==> src/rtl/context_manage_n_pkg.sv <==
// context_manage_n_pkg: shared constants for the speculative context manager.
// Provides the default context count and id width, the one-hot initial context
// mask, and a helper that packs the two allocated context ids (taken,
// fall-through) into the decode-to-exec info word.
package context_manage_n_pkg;
    localparam int CNTX_N = 8;
    localparam int CNTX_ID_W = $clog2(CNTX_N);
    localparam logic [CNTX_N-1:0] CONTEXT_INIT = CNTX_N'(1);

    function automatic logic [2*CNTX_ID_W-1:0] pack_dec_info(
        input logic [CNTX_ID_W-1:0] cid_t,
        input logic [CNTX_ID_W-1:0] cid_f
    );
        return {cid_t, cid_f};
    endfunction
endpackage

==> src/rtl/context_manage_n_alloc2.sv <==
// context_manage_n_alloc2: picks the two lowest-index free contexts.
// Ports: free   - one bit per context, 1 = free
//        first  - one-hot lowest free context
//        second - one-hot second-lowest free context
//        ok     - both picks exist
module context_manage_n_alloc2
    import context_manage_n_pkg::*;
#(
    parameter int N = CNTX_N
) (
    input  logic [N-1:0] free,
    output logic [N-1:0] first,
    output logic [N-1:0] second,
    output logic         ok
);
    logic [N-1:0] rest;

    // x & -x isolates the lowest set bit
    always_comb begin
        first  = free & (~free + N'(1));
        rest   = free & ~first;
        second = rest & (~rest + N'(1));
        ok     = |second;
    end
endmodule

==> src/rtl/context_manage_n.sv <==
// context_manage_n: speculative fetch context manager for the front end.
// Tracks N_CNTX contexts (valid, pending, next PC, kill mask of self plus
// speculative descendants), drives the fetch port for the hot context,
// allocates two contexts per decoded branch, kills subtrees on hazards and
// frees contexts on commit release.
// Ports: clk/rstn (async active-low), init (sync restart, top priority);
//        fetch_req/fetch_ack/fetch_pc/fetch_cid - fetch handshake;
//        iw_ready - instruction window has room;
//        dec_* - decode result, dec_cid_t/dec_cid_f - contexts allocated;
//        jmp_* - late next PC from exec; hz_* - mispredict kill;
//        rel_* - commit release; branch_hazard/kill_mask - registered kill
//        report; free_cnt - number of free contexts.
// Optional: define CTX_PERF_EN to add saturating perf_hazards,
//           perf_alloc_stalls and perf_fetches counters.
module context_manage_n
    import context_manage_n_pkg::*;
#(
    parameter int                N_CNTX   = CNTX_N,
    parameter int                CID_W    = $clog2(N_CNTX),
    parameter int                WORD_W   = 32,
    parameter logic [WORD_W-1:0] RESET_PC = '0
) (
    input  logic              clk,
    input  logic              rstn,
    input  logic              init,
    output logic              fetch_req,
    input  logic              fetch_ack,
    output logic [WORD_W-1:0] fetch_pc,
    output logic [CID_W-1:0]  fetch_cid,
    input  logic              iw_ready,
    input  logic              dec_valid,
    input  logic              dec_npc_ready,
    input  logic [WORD_W-1:0] dec_npc,
    input  logic              dec_branch,
    input  logic [WORD_W-1:0] dec_npc_f,
    output logic [CID_W-1:0]  dec_cid_t,
    output logic [CID_W-1:0]  dec_cid_f,
    input  logic              jmp_valid,
    input  logic [CID_W-1:0]  jmp_cid,
    input  logic [WORD_W-1:0] jmp_pc,
    input  logic              hz_valid,
    input  logic [CID_W-1:0]  hz_cid,
    input  logic [CID_W-1:0]  hz_safe_cid,
    input  logic              rel_valid,
    input  logic [CID_W-1:0]  rel_cid,
    output logic              branch_hazard,
    output logic [N_CNTX-1:0] kill_mask,
    output logic [CID_W:0]    free_cnt
`ifdef CTX_PERF_EN
    ,
    output logic [31:0]       perf_hazards,
    output logic [31:0]       perf_alloc_stalls,
    output logic [31:0]       perf_fetches
`endif
);
    logic [N_CNTX-1:0] valid, pending, n_valid, n_pending;
    logic [WORD_W-1:0] pc [N_CNTX];
    logic [WORD_W-1:0] n_pc [N_CNTX];
    logic [N_CNTX-1:0] mask [N_CNTX];
    logic [N_CNTX-1:0] n_mask [N_CNTX];
    logic [CID_W-1:0]  hot, n_hot, t_idx, f_idx;
    logic [N_CNTX-1:0] kill, t_oh, f_oh, n_km;
    logic              hot_killed, dec_ok, do_alloc, alloc_ok, n_bh;

    // allocation sees only contexts free at the start of the cycle, so a
    // context released or killed this cycle is not reused until the next one
    context_manage_n_alloc2 #(.N(N_CNTX)) u_alloc (
        .free   (~valid),
        .first  (t_oh),
        .second (f_oh),
        .ok     (alloc_ok)
    );

    always_comb begin
        free_cnt = '0;
        t_idx = '0;
        f_idx = '0;
        for (int i = 0; i < N_CNTX; i++) begin
            free_cnt = free_cnt + {{CID_W{1'b0}}, ~valid[i]};
            if (t_oh[i]) t_idx = CID_W'(i);
            if (f_oh[i]) f_idx = CID_W'(i);
        end
    end

    assign fetch_req  = valid[hot] & pending[hot] & iw_ready & (free_cnt >= (CID_W+1)'(2)) & ~init;
    assign fetch_pc   = pc[hot];
    assign fetch_cid  = hot;
    assign kill       = mask[hz_cid];
    assign hot_killed = hz_valid & kill[hot];
    // a decode belonging to a context killed this cycle is discarded
    assign dec_ok     = dec_valid & valid[hot] & ~hot_killed;
    assign do_alloc   = dec_ok & dec_branch & alloc_ok;
    assign dec_cid_t  = do_alloc ? t_idx : '0;
    assign dec_cid_f  = do_alloc ? f_idx : '0;

    // event order: hazard, release, jump, fetch/decode; init overrides all
    always_comb begin
        n_valid   = valid;
        n_pending = pending;
        n_pc      = pc;
        n_mask    = mask;
        n_hot     = hot;
        n_bh      = hot_killed;
        n_km      = hz_valid ? kill : '0;
        if (hz_valid) begin
            n_valid   &= ~kill;
            n_pending &= ~kill;
            for (int i = 0; i < N_CNTX; i++) n_mask[i] &= ~kill;
            if (hot_killed) n_hot = hz_safe_cid;
        end
        if (rel_valid) begin
            n_valid[rel_cid]   = 1'b0;
            n_pending[rel_cid] = 1'b0;
            n_mask[rel_cid]    = '0;
            for (int i = 0; i < N_CNTX; i++) n_mask[i][rel_cid] = 1'b0;
        end
        if (jmp_valid && n_valid[jmp_cid]) begin
            n_pc[jmp_cid]      = jmp_pc;
            n_pending[jmp_cid] = 1'b1;
        end
        if (fetch_req && fetch_ack) n_pending[hot] = 1'b0;
        if (dec_ok && !dec_branch && dec_npc_ready) begin
            n_pc[hot]      = dec_npc;
            n_pending[hot] = 1'b1;
        end
        if (do_alloc) begin
            // every ancestor of hot (and hot itself) now covers both children
            for (int i = 0; i < N_CNTX; i++)
                if (n_mask[i][hot]) n_mask[i] |= t_oh | f_oh;
            n_valid       |= t_oh | f_oh;
            n_pending     |= t_oh | f_oh;
            n_pc[t_idx]   = dec_npc;
            n_pc[f_idx]   = dec_npc_f;
            n_mask[t_idx] = t_oh;
            n_mask[f_idx] = f_oh;
            n_hot         = t_idx;
        end
        if (init) begin
            for (int i = 0; i < N_CNTX; i++) begin
                n_pc[i]   = '0;
                n_mask[i] = '0;
            end
            n_valid   = N_CNTX'(1);
            n_pending = N_CNTX'(1);
            n_pc[0]   = RESET_PC;
            n_mask[0] = N_CNTX'(1);
            n_hot     = '0;
            n_bh      = 1'b0;
            n_km      = '0;
        end
    end

    always_ff @(posedge clk or negedge rstn) begin
        if (!rstn) begin
            valid         <= '0;
            pending       <= '0;
            hot           <= '0;
            branch_hazard <= 1'b0;
            kill_mask     <= '0;
            for (int i = 0; i < N_CNTX; i++) begin
                pc[i]   <= '0;
                mask[i] <= '0;
            end
        end else begin
            valid         <= n_valid;
            pending       <= n_pending;
            hot           <= n_hot;
            branch_hazard <= n_bh;
            kill_mask     <= n_km;
            pc            <= n_pc;
            mask          <= n_mask;
        end
    end

`ifdef CTX_PERF_EN
    always_ff @(posedge clk or negedge rstn) begin
        if (!rstn) begin
            perf_hazards      <= '0;
            perf_alloc_stalls <= '0;
            perf_fetches      <= '0;
        end else if (init) begin
            perf_hazards      <= '0;
            perf_alloc_stalls <= '0;
            perf_fetches      <= '0;
        end else begin
            if (branch_hazard && !(&perf_hazards)) perf_hazards <= perf_hazards + 32'd1;
            if (valid[hot] && pending[hot] && free_cnt < (CID_W+1)'(2) && !(&perf_alloc_stalls))
                perf_alloc_stalls <= perf_alloc_stalls + 32'd1;
            if (fetch_req && fetch_ack && !(&perf_fetches)) perf_fetches <= perf_fetches + 32'd1;
        end
    end
`endif
endmodule
==> config.mk <==
export PLATFORM = sky130hd
export DESIGN_NAME = context_manage_n
export DESIGN_NICKNAME = d
export VERILOG_FILES = /design/src/rtl/context_manage_n_pkg.sv /design/src/rtl/context_manage_n_alloc2.sv /design/src/rtl/context_manage_n.sv
export SDC_FILE = /design/constraint.sdc
export NUM_CORES = 1
export LEC_CHECK = 0
export CAP_MARGIN = 5
export CELL_PAD_IN_SITES_DETAIL_PLACEMENT = 2
export CELL_PAD_IN_SITES_GLOBAL_PLACEMENT = 2
export CORE_AREA = 2 2 245 247
export CTS_CLUSTER_DIAMETER = 30
export CTS_CLUSTER_SIZE = 10
export DETAILED_ROUTE_END_ITERATION = 8
export DIE_AREA = 0 0 247 249
export GPL_ROUTABILITY_DRIVEN = 0
export PLACE_DENSITY = 0.79
export REMOVE_ABC_BUFFERS = 1
export SLEW_MARGIN = 20
export SYNTH_ARGS = -nofsm -noshare
export SYNTH_HDL_FRONTEND = slang
export SYNTH_SLANG_ARGS = --single-unit
==> constraint.sdc <==
create_clock -name clk -period 4.4 [get_ports clk]
set_input_delay 0.44 -clock clk [delete_from_list [all_inputs] [get_ports clk]]
set_output_delay 0.44 -clock clk [all_outputs]
set_load 0.05 [all_outputs]
==> out/metrics.yaml <==
place_inst: 3205
ios: 174
cts_max_level: 3
cts.sinks: 348
seqPwrFrac_pct: 24.4
core_sq_um: 58690
worst_pin_slew_ns: 1.039
path_clk_slew_ns: 0.05
grt-ovfl-total: 0
ys_warn_count: 0
setup_tns_ns: -0.2552
die-area_sq_um: 61500
maxCapViolCount: 0
nNetsFinal: 2672
critPathKind: "flop to output pin"
wl_per_cell_microns: 40.53
drtPass1Iterations: 8
syn_inst: 2362
powerDensity_nw_per_um2: 522.8
layout_min_cycle_time_ns: 4.617
rows: 89
power_frac_comb_pct: 26.0
cts.path.max_buffers: 3
cts_inserted_buffers: 101
cts_tree: "built"
fmax_mhz: 216.6
whs_ns: 0.1861
initial_utilization_pct: 37.89
drive_gt1_share_pct: 18.53
swShare_pct: 35.82
grt_max_degree: 101
wirelength_mm: 138.0
p_leak_nw: 13.15
r2r_start: "valid[0]$_DFF_PN0_"
cts_root_buffer: "clkbuf_16"
area_growth_pct: 30.84
violations: "negative setup slack"
critPathCaptureType: "output pin"
ant_nets: 0
vdd_drop_max_mv: 0.4129
slew_violations: 0
grt_pass1_wl_mm: 200.4
worstSetupStartpointType: "flop"
synthDistinctLibCells: 96
hold_viol: 0
avgSynthCellArea_sq_um: 9.413
drc: 0
port_buffers: 173
dp_hpwl_mm: 74.61
netlist_area_sq_um: 22230
final_util_pct: 49.57
setup_ws_ns: -0.2166
layout_common_cells: "dfrtp_1, mux2i_1, nor2_1"
rrSetupSlack_ns: 0.16
die_width_microns: 247
path_max_fanout: 2
layout_commonest_cell: "dfrtp_1"
internal_power_w: 0.009761
vias: 25340
viasPerCell: 7.443
clock_latency_ns: 0.71
ys.flop_type: "dfrtp_1"
reg2reg_depth: 17
gr-usage-all-layers_pct: 44.22
finalSetupViolations: 3
synth_edf_count: 0
drtIter0Drc: 3177
async_flop_share_pct: 100.0
final.period_utilization_pct: 104.9
grt_pass1_vias: 28280
worstPathRequired_ns: 3.96
p_switching_w: 0.005448
timing.rr.end: "pending[6]$_DFF_PN0_"
cp.arrival_ns: 4.18
hold_class: "input pin to flop"
antenna_found_initial: 4
status: "finished, violations left"
die_y_microns: 249
power_w: 0.01521
instances_no_fill: 3405
fin_worst_skew_ns: 0.06933
yosysSeqAreaShare_pct: 39.17
cp-endpoint: "fetch_req"
p_clk_share_pct: 49.6
relSlewSlack_pct: 30.57
synth-seq-cells: 348
startpoint: "valid[0]$_DFF_PN0_"
rsz0062_at_grt: "true"
-- final cells by class --
cell class,instances,area (sq um)
diodes,4,10.01
clock buffers,154,3027
clock inverters,34,460.4
fillers,5865,29590
inverters,29,110.1
multi-input cells,1745,12480
flip-flops and latches,348,8715
well taps,773,967.2
repair buffers,318,3322
-- how the worst min path moves through the flow --
stage / from / end / slack [ns] / cells past startpoint
3_5_place_dp: rstn / kill_mask[1]$_DFF_PN0_ / 0.56 / 1
4_1_cts: init / pc[254]$_DFF_PN0_ / 0.13 / 2
2_1_floorplan: rstn / branch_hazard$_DFF_PN0_ / 0.14 / 0
6_report: init / pc[240]$_DFF_PN0_ / 0.19 / 2
3_3_place_gp: mask[7]$_DFF_PN0_ / mask[7]$_DFF_PN0_ / 0.54 / 2
5_1_grt: init / pc[240]$_DFF_PN0_ / 0.17 / 2
-- what timing repair did --
item,CTS,global route
endpoints found under the hold margin,87,0
hold buffers,1,0
pin swaps,6,1
setup endpoints to repair,10,6
resized for setup,13,5
buffers inserted,5,3
-- flip-flops by register name, summed over array words and instances, names as in the netlist --
| name | count |
|---|---|
| fetch_cid | 3 |
| kill_mask | 8 |
| branch_hazard | 1 |
| valid | 8 |
| pending | 8 |
| pc | 256 |
| mask | 64 |
-- per-layer routing --
| metal | wire (microns) | GRT usage, % |
|---|---|---|
| met2 | 62300 | 67.86 |
| met3 | 14870 | 13.24 |
| met5 | 28 | 0.1590 |
| met4 | 12590 | 36.30 |
| met1 | 48200 | 50.62 |
-- cell families after synthesis --
logic type	share of synthesized area [%]
flops	39.17
compound gates	24.36
mux	14.99
simple gates	14.89
xor+xnor	0.2364
fa+ha+maj	0.6978
buf+inv	5.656
-- through the flow --
| stage | area, sq um | setup WS [ns] |
|---|---|---|
| global placement | 25460 | 0.1248 |
| floorplan | 21090 | -3.224 |
| detailed placement | 25460 | -0.08886 |
| finish | 29090 | -0.2166 |
| CTS | 29030 | -0.2275 |
| global route | 29080 | -0.3258 |
-- power groups by stage --
stage	clock network (W)	logic [W]	registers [W]
6_report	0.00754	0.00395	0.00372
5_1_grt	0.00770	0.00400	0.00372
4_1_cts	0.00753	0.00375	0.00369
3_5_place_dp	0	0.00354	0.00370
3_3_place_gp	0	0.00344	0.00368
2_1_floorplan	0	0.00165	0.00370
-- cell usage after synthesis, types with 19 or more instances --
cell type	instances	share of area [%]
o221a_2	33	1.7
o22ai_1	78	2.2
o21ai_0	52	1.2
and2_1	19	0.53
dfrtp_1	348	39
a22oi_1	74	2.5
nor2_1	244	4.1
clkbuf_1	99	1.7
a21oi_1	153	3.4
nand3_1	53	1.2
a221o_1	99	4.5
nand2_1	138	2.3
a211oi_1	75	2.5
a221oi_1	22	0.87
nor3_1	63	1.4
inv_1	26	0.44
a31oi_1	19	0.53
mux2i_1	297	13
buf_2	105	2.4
nand4_1	24	0.68
nor2b_1	41	1.2
-- critical path, cell delays in order, from the launching register on --
cell,delay [ns]
dfrtp_1,0.37
clkinv_2,0.08
fa_1,0.48
fa_1,0.58
inv_1,0.06
fa_1,0.42
inv_1,0.07
ha_2,0.19
inv_2,0.04
fa_2,0.38
xnor2_4,0.15
nor3_4,0.32
a2111oi_4,0.06
buf_4,0.18
buf_12,0.15
(Power assumes the default switching activity.)
